--- config.mk ---
export PLATFORM = sky130hd
export DESIGN_NAME = upd_dw_mac_flat
export DESIGN_NICKNAME = d
export VERILOG_FILES = /design/src/rtl/upd_dw_mac_if.sv /design/src/rtl/upd_dw_mac.sv /design/src/flat_wrapper.sv
export SDC_FILE = /design/constraint.sdc
export NUM_CORES = 1
export LEC_CHECK = 0
export BUFFER_PORTS_ARGS = -buffer_cell sky130_fd_sc_hd__buf_2
export CORE_MARGIN = 5
export CORE_UTILIZATION = 50
export CTS_CLUSTER_DIAMETER = 120
export CTS_CLUSTER_SIZE = 40
export DETAILED_ROUTE_END_ITERATION = 16
export GPL_TIMING_DRIVEN = 0
export PLACE_DENSITY = 0.69
export SLEW_MARGIN = 10
export SYNTH_ARGS = -nofsm -noshare
export SYNTH_HDL_FRONTEND = slang
export SYNTH_SLANG_ARGS = --single-unit
--- constraint.sdc ---
create_clock -name clk -period 4.7 [get_ports clk]
set_input_delay 0 -clock clk [delete_from_list [all_inputs] [get_ports clk]]
set_output_delay 0 -clock clk [all_outputs]
set_load 0.05 [all_outputs]
--- src/rtl/upd_dw_mac_if.sv ---
// Handshake bundle between the update-stage operand reader and the dW/dU MAC.
// The master drives the operand pairs and the slave (the MAC) returns gradient elements.
interface upd_dw_mac_if #(
    parameter int WIDTH      = 16,
    parameter int ADDR_WIDTH = 12
);
    logic                    i_valid;
    logic signed [WIDTH-1:0] i_d;
    logic signed [WIDTH-1:0] i_x;
    logic signed [WIDTH-1:0] o_dw;
    logic [ADDR_WIDTH-1:0]   o_addr_w;
    logic                    o_valid;
    logic                    o_done;

    modport master (
        output i_valid, i_d, i_x,
        input  o_dw, o_addr_w, o_valid, o_done
    );

    modport slave (
        input  i_valid, i_d, i_x,
        output o_dw, o_addr_w, o_valid, o_done
    );
endinterface

--- src/rtl/upd_dw_mac.sv ---
// Multiply-accumulate of dgate x X/H over TIMESTEP samples, emitting one saturated
// dW/dU element per group with a linear write address for the parameter-update memory.
module upd_dw_mac #(
    parameter int WIDTH      = 16,
    parameter int FRAC       = 12,
    parameter int TIMESTEP   = 7,
    parameter int NUM_CELL   = 53,
    parameter int NUM_INPUT  = 53,
    parameter int ADDR_WIDTH = 12
) (
    input logic         clk,
    input logic         rst,
    upd_dw_mac_if.slave bus
);
    localparam int PROD_W   = 2 * WIDTH;
    localparam int ACC_W    = 2 * WIDTH + 4;
    localparam int T_W      = (TIMESTEP > 1) ? $clog2(TIMESTEP) : 1;
    localparam int NUM_ELEM = NUM_CELL * NUM_INPUT;

    localparam logic [T_W-1:0]          T_LAST  = T_W'(TIMESTEP - 1);
    localparam logic [ADDR_WIDTH-1:0]   E_LAST  = ADDR_WIDTH'(NUM_ELEM - 1);
    localparam logic signed [ACC_W-1:0] SAT_MAX = {{(ACC_W-WIDTH+1){1'b0}}, {(WIDTH-1){1'b1}}};
    localparam logic signed [ACC_W-1:0] SAT_MIN = {{(ACC_W-WIDTH+1){1'b1}}, {(WIDTH-1){1'b0}}};

    logic signed [PROD_W-1:0] p1;
    logic                     v1;
    logic                     last1;
    logic [T_W-1:0]           t_cnt;
    logic [ADDR_WIDTH-1:0]    e_cnt;
    logic signed [ACC_W-1:0]  acc;
    logic signed [ACC_W-1:0]  sum;
    logic signed [ACC_W-1:0]  shifted;
    logic signed [WIDTH-1:0]  sat;

    // The closing sum includes the final product so the accumulator can restart at zero.
    always_comb begin
        sum     = acc + $signed({{(ACC_W-PROD_W){p1[PROD_W-1]}}, p1});
        shifted = sum >>> FRAC;
        if (shifted > SAT_MAX) begin
            sat = {1'b0, {(WIDTH-1){1'b1}}};
        end else if (shifted < SAT_MIN) begin
            sat = {1'b1, {(WIDTH-1){1'b0}}};
        end else begin
            sat = shifted[WIDTH-1:0];
        end
    end

    always_ff @(posedge clk or posedge rst) begin
        if (rst) begin
            p1           <= '0;
            v1           <= 1'b0;
            last1        <= 1'b0;
            t_cnt        <= '0;
            e_cnt        <= '0;
            acc          <= '0;
            bus.o_dw     <= '0;
            bus.o_addr_w <= '0;
            bus.o_valid  <= 1'b0;
            bus.o_done   <= 1'b0;
        end else begin
            if (bus.i_valid) begin
                p1    <= PROD_W'(bus.i_d) * PROD_W'(bus.i_x);
                v1    <= 1'b1;
                last1 <= (t_cnt == T_LAST);
                t_cnt <= (t_cnt == T_LAST) ? '0 : t_cnt + T_W'(1);
            end else begin
                v1 <= 1'b0;
            end

            bus.o_valid <= 1'b0;
            bus.o_done  <= 1'b0;
            if (v1) begin
                if (last1) begin
                    acc          <= '0;
                    bus.o_dw     <= sat;
                    bus.o_addr_w <= e_cnt;
                    bus.o_valid  <= 1'b1;
                    bus.o_done   <= (e_cnt == E_LAST);
                    e_cnt        <= (e_cnt == E_LAST) ? '0 : e_cnt + ADDR_WIDTH'(1);
                end else begin
                    acc <= sum;
                end
            end
        end
    end
endmodule

--- src/flat_wrapper.sv ---
// flat-port wrapper written by rule: the top's interface ports become plain ports
module upd_dw_mac_flat 
#(
    parameter int WIDTH      = 16,
    parameter int FRAC       = 12,
    parameter int TIMESTEP   = 7,
    parameter int NUM_CELL   = 53,
    parameter int NUM_INPUT  = 53,
    parameter int ADDR_WIDTH = 12
)
  (clk, rst, bus_i_valid, bus_i_d, bus_i_x, bus_o_dw, bus_o_addr_w, bus_o_valid, bus_o_done);
  upd_dw_mac_if #(.WIDTH(WIDTH), .ADDR_WIDTH(ADDR_WIDTH)) bus_i ();
  input logic clk;
  input logic rst;
  input wire logic [$bits(bus_i.i_valid)-1:0] bus_i_valid;
  input wire logic [$bits(bus_i.i_d)-1:0] bus_i_d;
  input wire logic [$bits(bus_i.i_x)-1:0] bus_i_x;
  output wire logic [$bits(bus_i.o_dw)-1:0] bus_o_dw;
  output wire logic [$bits(bus_i.o_addr_w)-1:0] bus_o_addr_w;
  output wire logic [$bits(bus_i.o_valid)-1:0] bus_o_valid;
  output wire logic [$bits(bus_i.o_done)-1:0] bus_o_done;
  assign bus_i.i_valid = bus_i_valid;
  assign bus_i.i_d = bus_i_d;
  assign bus_i.i_x = bus_i_x;
  assign bus_o_dw = bus_i.o_dw;
  assign bus_o_addr_w = bus_i.o_addr_w;
  assign bus_o_valid = bus_i.o_valid;
  assign bus_o_done = bus_i.o_done;
  upd_dw_mac #(.WIDTH(WIDTH), .FRAC(FRAC), .TIMESTEP(TIMESTEP), .NUM_CELL(NUM_CELL), .NUM_INPUT(NUM_INPUT), .ADDR_WIDTH(ADDR_WIDTH)) u_core (.clk(clk), .rst(rst), .bus(bus_i));
endmodule
==> out/qor.csv <==
stage,metric,value,unit
synth,Async SR Flop Fraction,100,%
sta,post-layout minimum cycle time,5.41,ns
job,Max-Cap Viols,0,
worst_setup_path,data required time of the worst path,4.97,ns
synth,"Seq/Total Area, Yosys",17.7,%
sta,Max Clk Rate,185,MHz
synth,dominant cell type by area after synthesis,fa_1,
route,Final ANT Viol Nets,0,
sta,clock skew,0.00876,ns
global_route,initial antenna violation count,0,
synth,syn_area_per_cell,9.50,um2
global_route,first-pass GRT wire length,65.7,mm
outcome,status,"finished, violations left",
final_layout,Final #Nets,2266,
final_layout,Area growth syn-to-layout,18.5,%
synth,top post-synthesis cells by area,"fa_1 (32%), dfrtp_1 (18%), ha_1 (9.1%), inv_1 (7.8%), and2_1 (4.8%)",
cts,htree depth,4,
floorplanning,Die Ht,190,um
cts,CTS Buf Count,17,
global_route,largest net degree at the start of global routing,60,
synth,Post-synth EDFFs,0,
floorplanning,row cnt,66,
synth,synth warn,0,
floorplanning,I/O Pins,65,
worst_setup_path,CP Capture Type,flop,
global_route,vias in the first global route,13400,
sta,Final Setup Violations,19,
sta,Final Hold Fails,0,
cts,TritonCTS clock tree,yes,
floorplanning,die area,36300,um2
route,Post-Route WL,38.7,mm
sta,Final period util,115,%
worst_setup_path,crit path kind,primary input to flop,
cts,Worst-Skew Late Latency,0.41,ns
synth,top-count cell post-synth,inv_1,
synth,Post-Synthesis Cells,1714,
sta,Slew HR,37.8,%
sta,Least-Margin Pin Slew,0.930,ns
cts,Clock Pin Slew Worst Setup and Hold Paths,0.06,ns
synth,Seq cells post-synth,115,
route,Detailed Route Iter0 Violations,691,
final_layout,final instance area,19300,um2
synth,Post-Syn Area,16300,um2
global_route,gr usage total,22.5,%
synth,unique cell type count in the Yosys netlist,72,
worst_hold_path,hold crit path type,primary input to flop,
placed_design,Port Buffers,64,
synth,Synth top area share,32.3,%
route,first drt pass iteration count,5,
final_layout,Filler cells,2771,
worst_setup_path,Critical Path Start Type,primary input,
final_layout,fraction of layout cells with a size suffix above 1,19.3,%
global_route,"Remaining Overflow, GRT",0,
placed_design,RePlAce Congestion,0.936,
sta,RSZ-0062 raised after global routing,yes,
synth,"top cells by count, synth","inv_1 (337), fa_1 (263), nand2_1 (188), and2_1 (124), ha_1 (119)",
placed_design,DP Area,17600,um2
route,DR vias/cell,5.34,
route,WL/cell,16.8,um
sta,post-route setup slack,-0.706,ns
final_layout,number of diodes,0,
placed_design,post-DP HPWL,31.1,mm
sta,TNS Setup,-7.97,ns
synth,"Top FF cell, synth",dfrtp_1,
route,vias,12300,
cts,Root Buffer,clkbuf_16,
floorplanning,Initial Util,50.3,%
worst_setup_path,CP arrival,5.68,ns
floorplanning,area of the core,32400,um2
outcome,failing checks,setup timing,
worst_setup_path,crit-path max FO,5,
synth,syn_nets,2131,
cts,clock tree buffer depth,2,
route,drt drc,0,
floorplanning,chip width,190,um
cts,clock sinks,115,
sta,fin. max-slew vios,0,
-- layout make-up --
| type | instances | area [um2] | area share [%] |
|---|---|---|---|
| plain buffers | 55 | 661 | 3.42 |
| clock buffers | 18 | 429 | 2.22 |
| clock inverters | 14 | 133 | 0.687 |
| inverters | 338 | 1270 | 6.60 |
| multi-input cells | 1205 | 12400 | 64.5 |
| flip-flops and latches | 115 | 2880 | 14.9 |
| well taps | 442 | 553 | 2.87 |
| repair buffers | 117 | 932 | 4.83 |
-- logic make-up after synthesis --
| kind of cell | after synthesis | synth area share, % |
|---|---|---|
| simple gates | 480 | 14.6 |
| buf+inv | 394 | 9.22 |
| fa+ha+maj | 382 | 41.5 |
| compound gates | 237 | 10.8 |
| flops | 115 | 17.7 |
| xor+xnor | 75 | 4.08 |
| mux | 31 | 2.13 |
-- cells in the final DEF, fill, tap and decap left out, types with 12 or more instances in the layout --
| master | count |
|---|---|
| xnor2_1 | 43 |
| inv_2 | 28 |
| clkbuf_1 | 22 |
| inv_1 | 308 |
| clkbuf_16 | 29 |
| fa_1 | 249 |
| nand3_1 | 13 |
| ha_4 | 14 |
| buf_2 | 40 |
| dfrtp_1 | 115 |
| nand2_1 | 183 |
| fa_2 | 14 |
| xor2_1 | 31 |
| o21ai_0 | 24 |
| a21o_1 | 32 |
| and3_1 | 12 |
| or2_2 | 15 |
| and2_1 | 113 |
| mux2_2 | 20 |
| o2bb2ai_1 | 34 |
| buf_4 | 55 |
| a21oi_1 | 41 |
| nor2_1 | 67 |
| ha_1 | 101 |
-- metrics by stage --
step / utilization, % / worst slack (ns) / hold slack [ns] / instances
2_1_floorplan: - / -0.722 / 0.0314 / 1714
3_3_place_gp: 54.2 / -1.51 / 0.167 / 2220
3_5_place_dp: 54.3 / -1.53 / 0.103 / 2221
4_1_cts: 59.0 / -0.692 / 0.159 / 2292
5_1_grt: 59.6 / -0.880 / 0.199 / 2304
6_report: 59.6 / -0.706 / 0.173 / 2304
-- sequential cells by signal, indices dropped and copies added, names as in the netlist --
register             count
u_core.acc              36
u_core.p1               32
u_core.bus.o_dw         16
u_core.bus.o_addr_w     12
u_core.e_cnt            12
u_core.t_cnt             3
u_core.bus.o_done        1
u_core.bus.o_valid       1
u_core.last1             1
u_core.v1                1
-- path summary, 6_finish.rpt --
check,to,slack (ns),depth (start not counted),from
worst max-delay path,u_core.p1[31],-0.71,24,bus_i_d[8]
worst min-delay path,u_core.p1[1],0.17,4,bus_i_x[1]
worst max register to register,u_core.bus.o_dw[6],0.55,12,u_core.p1[5]
worst min register to register,u_core.bus.o_addr_w[3],0.47,2,u_core.bus.o_addr_w[3]
max in group asynchronous,u_core.p1[21],3.83,4,rst
min in group asynchronous,u_core.bus.o_addr_w[4],0.19,3,rst
-- critical path, cell delays in order --
cell,delay (ns)
buf_12,0.12
clkbuf_16,0.15
and2_4,0.15
fa_1,0.47
inv_1,0.05
fa_1,0.49
fa_2,0.59
inv_2,0.04
fa_1,0.44
fa_1,0.52
inv_1,0.05
fa_1,0.51
inv_2,0.04
ha_4,0.24
a21oi_2,0.16
nor2_2,0.06
a211oi_4,0.24
o31ai_4,0.13
o21ai_2,0.21
a31oi_4,0.14
a311o_1,0.34
a221oi_2,0.26
xnor2_1,0.17
a21oi_1,0.09
-- what timing repair did --
| item | in CTS | in global routing |
|---|---|---|
| cloned | 1 | 0 |
| hold buffers | 3 | 0 |
| endpoints found under the hold margin | 58 | 0 |
| setup endpoints to repair | 21 | 21 |
| pin swaps | 60 | 46 |
| setup buffers | 36 | 12 |
| resized for setup | 140 | 39 |
-- layer usage --
layer | vias to the layer above | wire length [um] | GRT usage (%)
met4 | 0 | 961 | 5.88
li1 | 5685 | - | -
met5 | - | 0 | 0
met3 | 76 | 1700 | 3.75
met2 | 274 | 19900 | 39.1
met1 | 6263 | 16100 | 29.5
Power is not shown: default switching activity piles up to over one toggle a cycle in this logic, so the estimate is an artifact.
